`src/rtl/rc_nrzi_unstuff.sv`:
```
// USB receive front end: NRZI decode, bit unstuffing, LSB-first deserializer.
// Reports per-packet stuffing, alignment and overflow status at end-of-packet.
module rc_nrzi_unstuff #(
    parameter int MAX_BYTES = 11,
    parameter int CW        = $clog2(MAX_BYTES + 2)
) (
    input  logic          clk,
    input  logic          rst_n,
    input  logic          start,
    input  logic          bit_valid,
    input  logic          line_bit,
    input  logic          eop,
    output logic [7:0]    byte_out,
    output logic          byte_valid,
    output logic [CW-1:0] byte_cnt,
    output logic          pkt_done,
    output logic          stuff_err,
    output logic          align_err,
    output logic          ovf_err
);

    typedef enum logic [1:0] {
        IDLE    = 2'd0,
        RUN     = 2'd1,
        DISCARD = 2'd2
    } state_t;

    state_t        state_q, state_d;
    logic          prev_lvl_q, prev_lvl_d;
    logic [2:0]    ones_q, ones_d;
    logic [2:0]    bitpos_q, bitpos_d;
    logic [7:0]    sr_q, sr_d;
    logic [7:0]    byte_out_q, byte_out_d;
    logic          byte_valid_q, byte_valid_d;
    logic [CW-1:0] byte_cnt_q, byte_cnt_d;
    logic          pkt_done_q, pkt_done_d;
    logic          stuff_err_q, stuff_err_d;
    logic          align_err_q, align_err_d;
    logic          ovf_err_q, ovf_err_d;

    logic          d_bit;
    logic [7:0]    next_byte;

    assign d_bit     = (line_bit == prev_lvl_q);
    assign next_byte = {d_bit, sr_q[7:1]};

    // Next-state: start rearms; otherwise a bit is handled before a same-cycle eop.
    always_comb begin
        state_d      = state_q;
        prev_lvl_d   = prev_lvl_q;
        ones_d       = ones_q;
        bitpos_d     = bitpos_q;
        sr_d         = sr_q;
        byte_out_d   = byte_out_q;
        byte_valid_d = 1'b0;
        byte_cnt_d   = byte_cnt_q;
        pkt_done_d   = 1'b0;
        stuff_err_d  = stuff_err_q;
        align_err_d  = align_err_q;
        ovf_err_d    = ovf_err_q;

        if (start) begin
            state_d     = RUN;
            prev_lvl_d  = 1'b0;
            ones_d      = 3'd0;
            bitpos_d    = 3'd0;
            byte_cnt_d  = '0;
            stuff_err_d = 1'b0;
            align_err_d = 1'b0;
            ovf_err_d   = 1'b0;
        end else begin
            unique case (state_q)
                RUN: begin
                    if (bit_valid) begin
                        prev_lvl_d = line_bit;
                        if (ones_q == 3'd6) begin
                            if (!d_bit) begin
                                ones_d = 3'd0;
                            end else begin
                                stuff_err_d = 1'b1;
                                state_d     = DISCARD;
                            end
                        end else begin
                            ones_d = d_bit ? ones_q + 3'd1 : 3'd0;
                            sr_d   = next_byte;
                            if (bitpos_q == 3'd7) begin
                                bitpos_d = 3'd0;
                                if (byte_cnt_q == CW'(MAX_BYTES)) begin
                                    ovf_err_d = 1'b1;
                                    state_d   = DISCARD;
                                end else begin
                                    byte_out_d   = next_byte;
                                    byte_valid_d = 1'b1;
                                    byte_cnt_d   = byte_cnt_q + CW'(1);
                                end
                            end else begin
                                bitpos_d = bitpos_q + 3'd1;
                            end
                        end
                    end
                end
                default: begin
                end
            endcase

            if (eop && state_q != IDLE) begin
                if (state_d == RUN && bitpos_d != 3'd0) begin
                    align_err_d = 1'b1;
                end
                pkt_done_d = 1'b1;
                state_d    = IDLE;
            end
        end
    end

    // State and output registers.
    always_ff @(posedge clk or negedge rst_n) begin
        if (!rst_n) begin
            state_q      <= IDLE;
            prev_lvl_q   <= 1'b0;
            ones_q       <= 3'd0;
            bitpos_q     <= 3'd0;
            sr_q         <= 8'h00;
            byte_out_q   <= 8'h00;
            byte_valid_q <= 1'b0;
            byte_cnt_q   <= '0;
            pkt_done_q   <= 1'b0;
            stuff_err_q  <= 1'b0;
            align_err_q  <= 1'b0;
            ovf_err_q    <= 1'b0;
        end else begin
            state_q      <= state_d;
            prev_lvl_q   <= prev_lvl_d;
            ones_q       <= ones_d;
            bitpos_q     <= bitpos_d;
            sr_q         <= sr_d;
            byte_out_q   <= byte_out_d;
            byte_valid_q <= byte_valid_d;
            byte_cnt_q   <= byte_cnt_d;
            pkt_done_q   <= pkt_done_d;
            stuff_err_q  <= stuff_err_d;
            align_err_q  <= align_err_d;
            ovf_err_q    <= ovf_err_d;
        end
    end

    assign byte_out   = byte_out_q;
    assign byte_valid = byte_valid_q;
    assign byte_cnt   = byte_cnt_q;
    assign pkt_done   = pkt_done_q;
    assign stuff_err  = stuff_err_q;
    assign align_err  = align_err_q;
    assign ovf_err    = ovf_err_q;

endmodule
```
`config.mk`:
```
export PLATFORM = sky130hd
export DESIGN_NAME = rc_nrzi_unstuff
export DESIGN_NICKNAME = d
export VERILOG_FILES = /design/src/rtl/rc_nrzi_unstuff.sv
export SDC_FILE = /design/constraint.sdc
export NUM_CORES = 1
export LEC_CHECK = 0
export CORE_MARGIN = 2
export CORE_UTILIZATION = 25
export DETAILED_ROUTE_END_ITERATION = 7
export PLACE_DENSITY = 0.47
export SLEW_MARGIN = 0
export SYNTH_ARGS = -nofsm -noshare
export SYNTH_HDL_FRONTEND = slang
export SYNTH_SLANG_ARGS = --single-unit
```
`constraint.sdc`:
```
create_clock -name clk -period 4.3 [get_ports clk]
set_input_delay 0.86 -clock clk [delete_from_list [all_inputs] [get_ports clk]]
set_output_delay 0.86 -clock clk [all_outputs]
set_load 0.005 [all_outputs]
```
==> results of run 1 <==
[layout make-up]
cell class,count,area share [%]
inverter,4,0.7707
multi-input combinational,91,34.36
clock buffer,7,4.432
clock inverter,1,1.541
timing repair buffer,23,11.69
tap,75,4.817
sequential,33,42.39
[cell families after synthesis]
family / share of synthesized area, %
buffers and inverters: 2.289
muxes: 11.94
xor gates and xnor gates: 2.208
AOI/OAI and AO/OA: 10.14
adders and majority gates: 4.088
DFF: 53.97
and+or+nand+nor: 15.37
[sequential cells by signal, summed over array words and instances, names as in the netlist]
signal / flops
byte_valid: 1
byte_cnt: 4
state_q: 2
prev_lvl_q: 1
align_err: 1
sr_q: 7
ovf_err: 1
ones_q: 3
byte_out: 8
bitpos_q: 3
pkt_done: 1
stuff_err: 1
[metal layers]
metal	wire length, µm	vias up	share of wire (%)
met5	0	-	0
met4	22	0	0.72
met3	185	4	6.1
met2	1418	30	47
met1	1422	521	47
li1	-	513	-
[power breakdown]
group / switching [mW] / total, mW / internal (mW)
combinational: 0.0314 / 0.0683 / 0.0369
sequential: 0.0247 / 0.367 / 0.342
clock: 0.107 / 0.295 / 0.189
total: 0.163 / 0.731 / 0.568
[worst max path at each step]
stage / from / end / slack [ps] / depth (start not counted)
after floorplan: bit_valid / byte_out[0] / 2280 / 5
after global placement: start / byte_out[0] / 1370 / 5
after detailed placement: start / byte_out[3] / 1280 / 5
after CTS: start / byte_out[3] / 1580 / 5
after global routing: start / byte_out[3] / 1420 / 5
final: start / byte_out[3] / 1600 / 5
[cell usage in the layout, fill, tap and decap left out]
cell,count
o22ai_2,1
mux2_2,6
clkdlybuf4s50_1,22
nand4_1,1
and3b_1,1
nand3_2,1
nand4_2,1
o2bb2ai_1,1
clkbuf_1,1
nand2_1,13
xor2_2,1
nor3_1,2
nor2_1,8
or3_1,3
nand3_1,2
inv_1,4
or4b_1,1
a21bo_2,1
xor2_1,1
dfrtp_1,33
nand2b_1,1
bufinv_16,1
a21boi_2,1
nor2b_1,1
and2b_1,1
xnor2_1,1
clkbuf_8,6
ha_1,5
nand4b_1,1
o21ai_0,8
nor4_1,2
buf_4,1
a21oi_1,13
nand3b_1,3
mux2i_1,1
mux2_4,7
o21a_1,1
or2_1,1
[stage by stage]
stage / setup slack (ps) / hold slack, ps / std cells / total power, mW / utilization [%]
2_1_floorplan: 2281 / 467.7 / 131 / 0.4101 / -
3_3_place_gp: 1371 / 497.3 / 226 / 0.4392 / 30.94
3_5_place_dp: 1282 / 491.4 / 226 / 0.4423 / 30.94
4_1_cts: 1578 / 506.8 / 234 / 0.7414 / 32.90
5_1_grt: 1419 / 511.7 / 234 / 0.7698 / 32.90
6_report: 1603 / 498.2 / 234 / 0.7309 / 32.90
[critical path: cells and delay by family]
family                 cells  cell delay [ps]
multiplexers               1              340
AND/OR/NAND/NOR            2              640
buffers and inverters      2             1010
==> results.cfg, run 1 <==
[worst_hold_path]
min_from = align_err
min_delay_path_depth = 1
end_point_of_the_worst_hold_path = align_err
holdCritPathClass = register to register

[power]
leakagePower_nw = 0.8725
power-per-cell-area_nw_per_um2 = 375.2
max-vdd-ir-drop_mv = 0.1391

[logic_synthesis]
synth.top_cells.by_area = dfrtp_1 (54%), mux2_4 (6.9%), mux2_2 (4.4%)
yosys.cell_count.top_type = dfrtp_1
synth_flop_cell = dfrtp_1
synthDistinctLibCells = 36
synth_top_cell_area_share_pct = 53.97
synthTopCellsByCount = dfrtp_1 (33), a21oi_1 (13), nand2_1 (13)
synth-edff-count = 0
postSynthCellCount = 131
mappedNetlistNets = 142
synth.yosys.warnings = 0
syn_area_cell_um2 = 11.68
netlist_area_um2 = 1530
yosysSeqAreaShare_pct = 53.97
netlist.top_cell.by_area = dfrtp_1
async_reset_ff_share_pct = 100.0
post_synthesis_register_bit_count = 33

[finish]
diodes = 0
seqCellArea_um2 = 825.8
final_layout_size_suffix_gt1_share_pct = 16.98
area.growth.synth_to_final_pct = 27.31
final_nets = 169
finalInstanceArea_um2 = 1948
multi_input_comb_area_um2 = 669.4
fillerInstances = 578

[route]
iter_0_drt_violations = 23
route.detailed.vias_per_inst = 4.564
finalWirelength_mm = 3.048
detailedRoute.firstPassIterationCount = 4
final_antenna_net_count = 0
number_of_remaining_drc_errors = 0
avgRoutedWirePerCell_um = 13.03
num_vias = 1068

[clocking]
cts_sinks = 33
num_cts_buffers = 5
cts_resized = 0
clock_tree_from_tritoncts = built
cts-hold-fix-buffers = 0
clock_tree.buffer_depth = 2
cts-root-buf = clkbuf_8
worstSkewPairLatency_ps = 280
cts.reportedPaths.clkPinSlew_ps = 70
deepest_level_of_the_cts_h_tree = 2
postCtsSetupRepairBufs = 0

[floorplanning]
floorplan.rows = 28
start_util_pct = 25.85
die_area_um2 = 6763
coreArea_um2 = 5921
num_io_pins = 23
chipWidth_um = 82.24
die-height_um = 82.24

[sta]
period_minus_slack_ps = 2697
timing.clock.skew_ps = 7.122
unrepaired_setup_endpoints_after_global_routing = false
hold_violations = 0
slew_viol_final = 0
timing.final.crit_share_pct = 62.73
final.setup.tns_ps = 0
report.final.setup_viol = 0
slew-limit-headroom_pct = 65.06
fmax_ghz = 0.3707
tightestPinTransition_ps = 522.4

[place]
io_buffers = 22
dpl_cell_area_um2 = 1832
weighted_congestion_at_the_end_of_routability_driven_global_placement = 0.8005
hpwlAfterDp_mm = 2.204

[run_status]
status = finished, final reports clean

[setup_path]
cells_traversed_along_the_worst_timing_path = clkdlybuf4s50_1 -> inv_1 -> nand3_2 -> or2_1 -> mux2_4
crit-reg2reg-launch = ones_q[0]
worst-endpoint-required_ps = 4460
element_type_at_the_critical_path_end = register
cpPeakStageDelay_ps = 800
crit_type = primary input to register
worst_path_max_delay_cell = clkdlybuf4s50_1
r2r_setup_slack_ps = 2240
critPathMaxFanout = 14
critical_path.startpoint_type = primary input
reg2reg_to = byte_out[3]
r2r.worst_path.cells = 6
critical_path_arrival_ps = 2860

[global_route]
overflow = 0
maximum_number_of_pins_on_one_net_before_global_route_repair = 34
global_route.usage.met1_pct = 12.58
first_global_vias = 1068
met3_use_gr_pct = 3.913
grt_usage_pct = 10.09
grtUsageMet2_pct = 15.73
grt-busiest-layer = met2
number_of_antenna_violations_at_the_first_check_in_global_routing = 0
first_pass_grt_wire_length_mm = 5.119

[run]
max-cap-violations = 0
Power figures use the tool's default switching activity.
==> inputs of run 2 (changes only) <==
--- a/config.mk
+++ b/config.mk
@@ -8,7 +8,7 @@
 export CORE_MARGIN = 2
 export CORE_UTILIZATION = 25
 export DETAILED_ROUTE_END_ITERATION = 7
-export PLACE_DENSITY = 0.47
+export PLACE_DENSITY = 0.49
 export SLEW_MARGIN = 0
 export SYNTH_ARGS = -nofsm -noshare
 export SYNTH_HDL_FRONTEND = slang
==> constraint.sdc (replaced) <==
create_clock -name clk -period 2.2 [get_ports clk]
set_input_delay 0.44 -clock clk [delete_from_list [all_inputs] [get_ports clk]]
set_output_delay 0.44 -clock clk [all_outputs]
set_load 0.005 [all_outputs]
==> run 2 against run 1 <==
  * Sequential power up 95%
  * Utilization up 0.25 points
  * Wire length up 1.5%
  * Power up 78%
  * Worst setup slack worse by 1300 ps
  * Clock power up 51%
  * Clock skew down 0.90 ps
  * Hold slack worse by 2.7 ps
  * Design area up 0.77%
  * Flip-flop and latch count unchanged
  * Critical path type is now register to register
  * Clock-buffer cell count unchanged
==> results.cfg, run 2 (same netlist as run 1, synthesis figures left out) <==
[clocking]
worstSkewPairLatency_ps = 270
cts-hold-fix-buffers = 0
deepest_level_of_the_cts_h_tree = 2
cts_sinks = 33
clock_tree.buffer_depth = 2
clock_tree_from_tritoncts = built
cts_resized = 0
cts-root-buf = clkbuf_8
cts.reportedPaths.clkPinSlew_ps = 60
postCtsSetupRepairBufs = 0
num_cts_buffers = 5

[setup_path]
critical_path_buf_inv_count = 0
reg2reg_to = align_err
cpPeakStageDelay_ps = 530
cells_traversed_along_the_worst_timing_path = ha_1 -> ha_1 -> nand4b_1 -> o22ai_2 -> or4b_1 -> o2bb2ai_1
critPathMaxFanout = 4
element_type_at_the_critical_path_end = register
worst_path_max_delay_cell = or4b_1
crit_type = register to register
critical_path.startpoint_type = register
critical_path_arrival_ps = 2110
r2r_setup_slack_ps = 300
worst-endpoint-required_ps = 2400
kind_of_cell_adding_the_most_delay_to_the_critical_path = simple AND/OR/NAND/NOR gates
critical_path.most_common_cell = ha_1
r2r.worst_path.cells = 6
crit-reg2reg-launch = bitpos_q[0]

[run]
max-cap-violations = 0

[sta]
timing.clock.skew_ps = 6.217
unrepaired_setup_endpoints_after_global_routing = false
timing.final.crit_share_pct = 86.58
slew_viol_final = 0
hold_ws_ps = 495.5
tightestPinTransition_ps = 470.8
slew-limit-headroom_pct = 68.61
final.setup.tns_ps = 0
report.final.setup_viol = 0
fmax_ghz = 0.5250
period_minus_slack_ps = 1905
hold_violations = 0

[route]
wirelength_met1_mm = 1.395
route.detailed.vias_per_inst = 4.523
wl_met2_mm = 1.490
avgRoutedWirePerCell_um = 12.95
number_of_remaining_drc_errors = 0
iter_0_drt_violations = 52
finalWirelength_mm = 3.094
met3WireLength_um = 180
num_vias = 1081
final_antenna_net_count = 0
highest-signal-layer = met4
detailedRoute.firstPassIterationCount = 4

[finish]
finish.utilization_pct = 33.16
diodes = 0
area.growth.synth_to_final_pct = 28.29
fillerInstances = 584
instances_no_fill = 239
final_nets = 175
seqCellArea_um2 = 825.8
final_layout_size_suffix_gt1_share_pct = 19.51
layout.cells.most_common = dfrtp_1
multi_input_comb_area_um2 = 669.4
layout_common_cells = dfrtp_1 (33), clkdlybuf4s50_1 (22), a21oi_1 (13), nand2_1 (13)
largest_register_ffs = 8

[power]
leakagePower_nw = 0.8863
max-vdd-ir-drop_mv = 0.2390
power-per-cell-area_nw_per_um2 = 661.6

[global_route]
overflow = 0
number_of_antenna_violations_at_the_first_check_in_global_routing = 0
first_pass_grt_wire_length_mm = 5.430
first_global_vias = 1201
grt_usage_pct = 10.70
maximum_number_of_pins_on_one_net_before_global_route_repair = 34

[run_status]
status = finished, final reports clean

[floorplanning]
floorplan.rows = 28
start_util_pct = 25.85
num_io_pins = 23
die_area_um2 = 6763
die-height_um = 82.24
chipWidth_um = 82.24
coreArea_um2 = 5921

[worst_hold_path]
end_point_of_the_worst_hold_path = stuff_err
min_from = stuff_err
min_delay_path_depth = 2
holdCritPathClass = register to register

[place]
io_buffers = 22
hpwlAfterDp_mm = 2.354
numPlacedInstances = 232
weighted_congestion_at_the_end_of_routability_driven_global_placement = 0.8007
[run 2: changes by cell type in the layout (fill, tap and decap cells not counted), sizes merged]
cell	change
buf	+6
bufinv	-1
[run 2: stage by stage]
step           power [mW]  area [µm²]  setup slack (ps)
2_1_floorplan      0.8015        1530             389.1
3_3_place_gp       0.8638        1877             23.46
3_5_place_dp       0.8706        1877             16.44
4_1_cts             1.327        1963             273.2
5_1_grt             1.388        1963             168.2
6_report            1.299        1963             295.2
[run 2: cell type report]
class	instances	area share, %
sequential	33	42.07
multi-input combinational	91	34.10
timing repair buffer	29	13.89
tap	75	4.780
clock buffer	7	4.398
inverter	4	0.7648
[run 2: worst max-delay path by stage]
stage	startpoint	end	slack [ps]	depth (start not counted)
after global placement	line_bit	align_err	20	5
final	bitpos_q[0]	align_err	300	6
after floorplan	ones_q[0]	byte_out[0]	390	7
after global routing	bitpos_q[0]	align_err	170	6
after CTS	ones_q[0]	byte_out[5]	270	6
after detailed placement	line_bit	align_err	20	5
[run 2: routing by layer]
| metal | up-vias | global-route usage, % |
|---|---|---|
| met5 | - | 0 |
| met4 | 0 | 4.167 |
| met3 | 5 | 3.587 |
| met2 | 36 | 17.58 |
| met1 | 514 | 12.89 |
| li1 | 526 | - |
[run 2: power by group]
part / total [mW] / leakage [nW] / switching, mW / internal [mW]
Clock: 0.444 / 0.0443 / 0.196 / 0.248
Sequential: 0.714 / 0.445 / 0.0445 / 0.670
Combinational: 0.141 / 0.397 / 0.0623 / 0.0786
Total: 1.30 / 0.886 / 0.303 / 0.996
[run 2: worst reg2reg max path, delay by kind of cell, from the launching register on]
family	cells	cell delay [ps]
flip-flops	1	410
AO/OA/AOI/OAI	2	260
adder cells (fa/ha/maj)	2	460
AND/OR/NAND/NOR	2	710
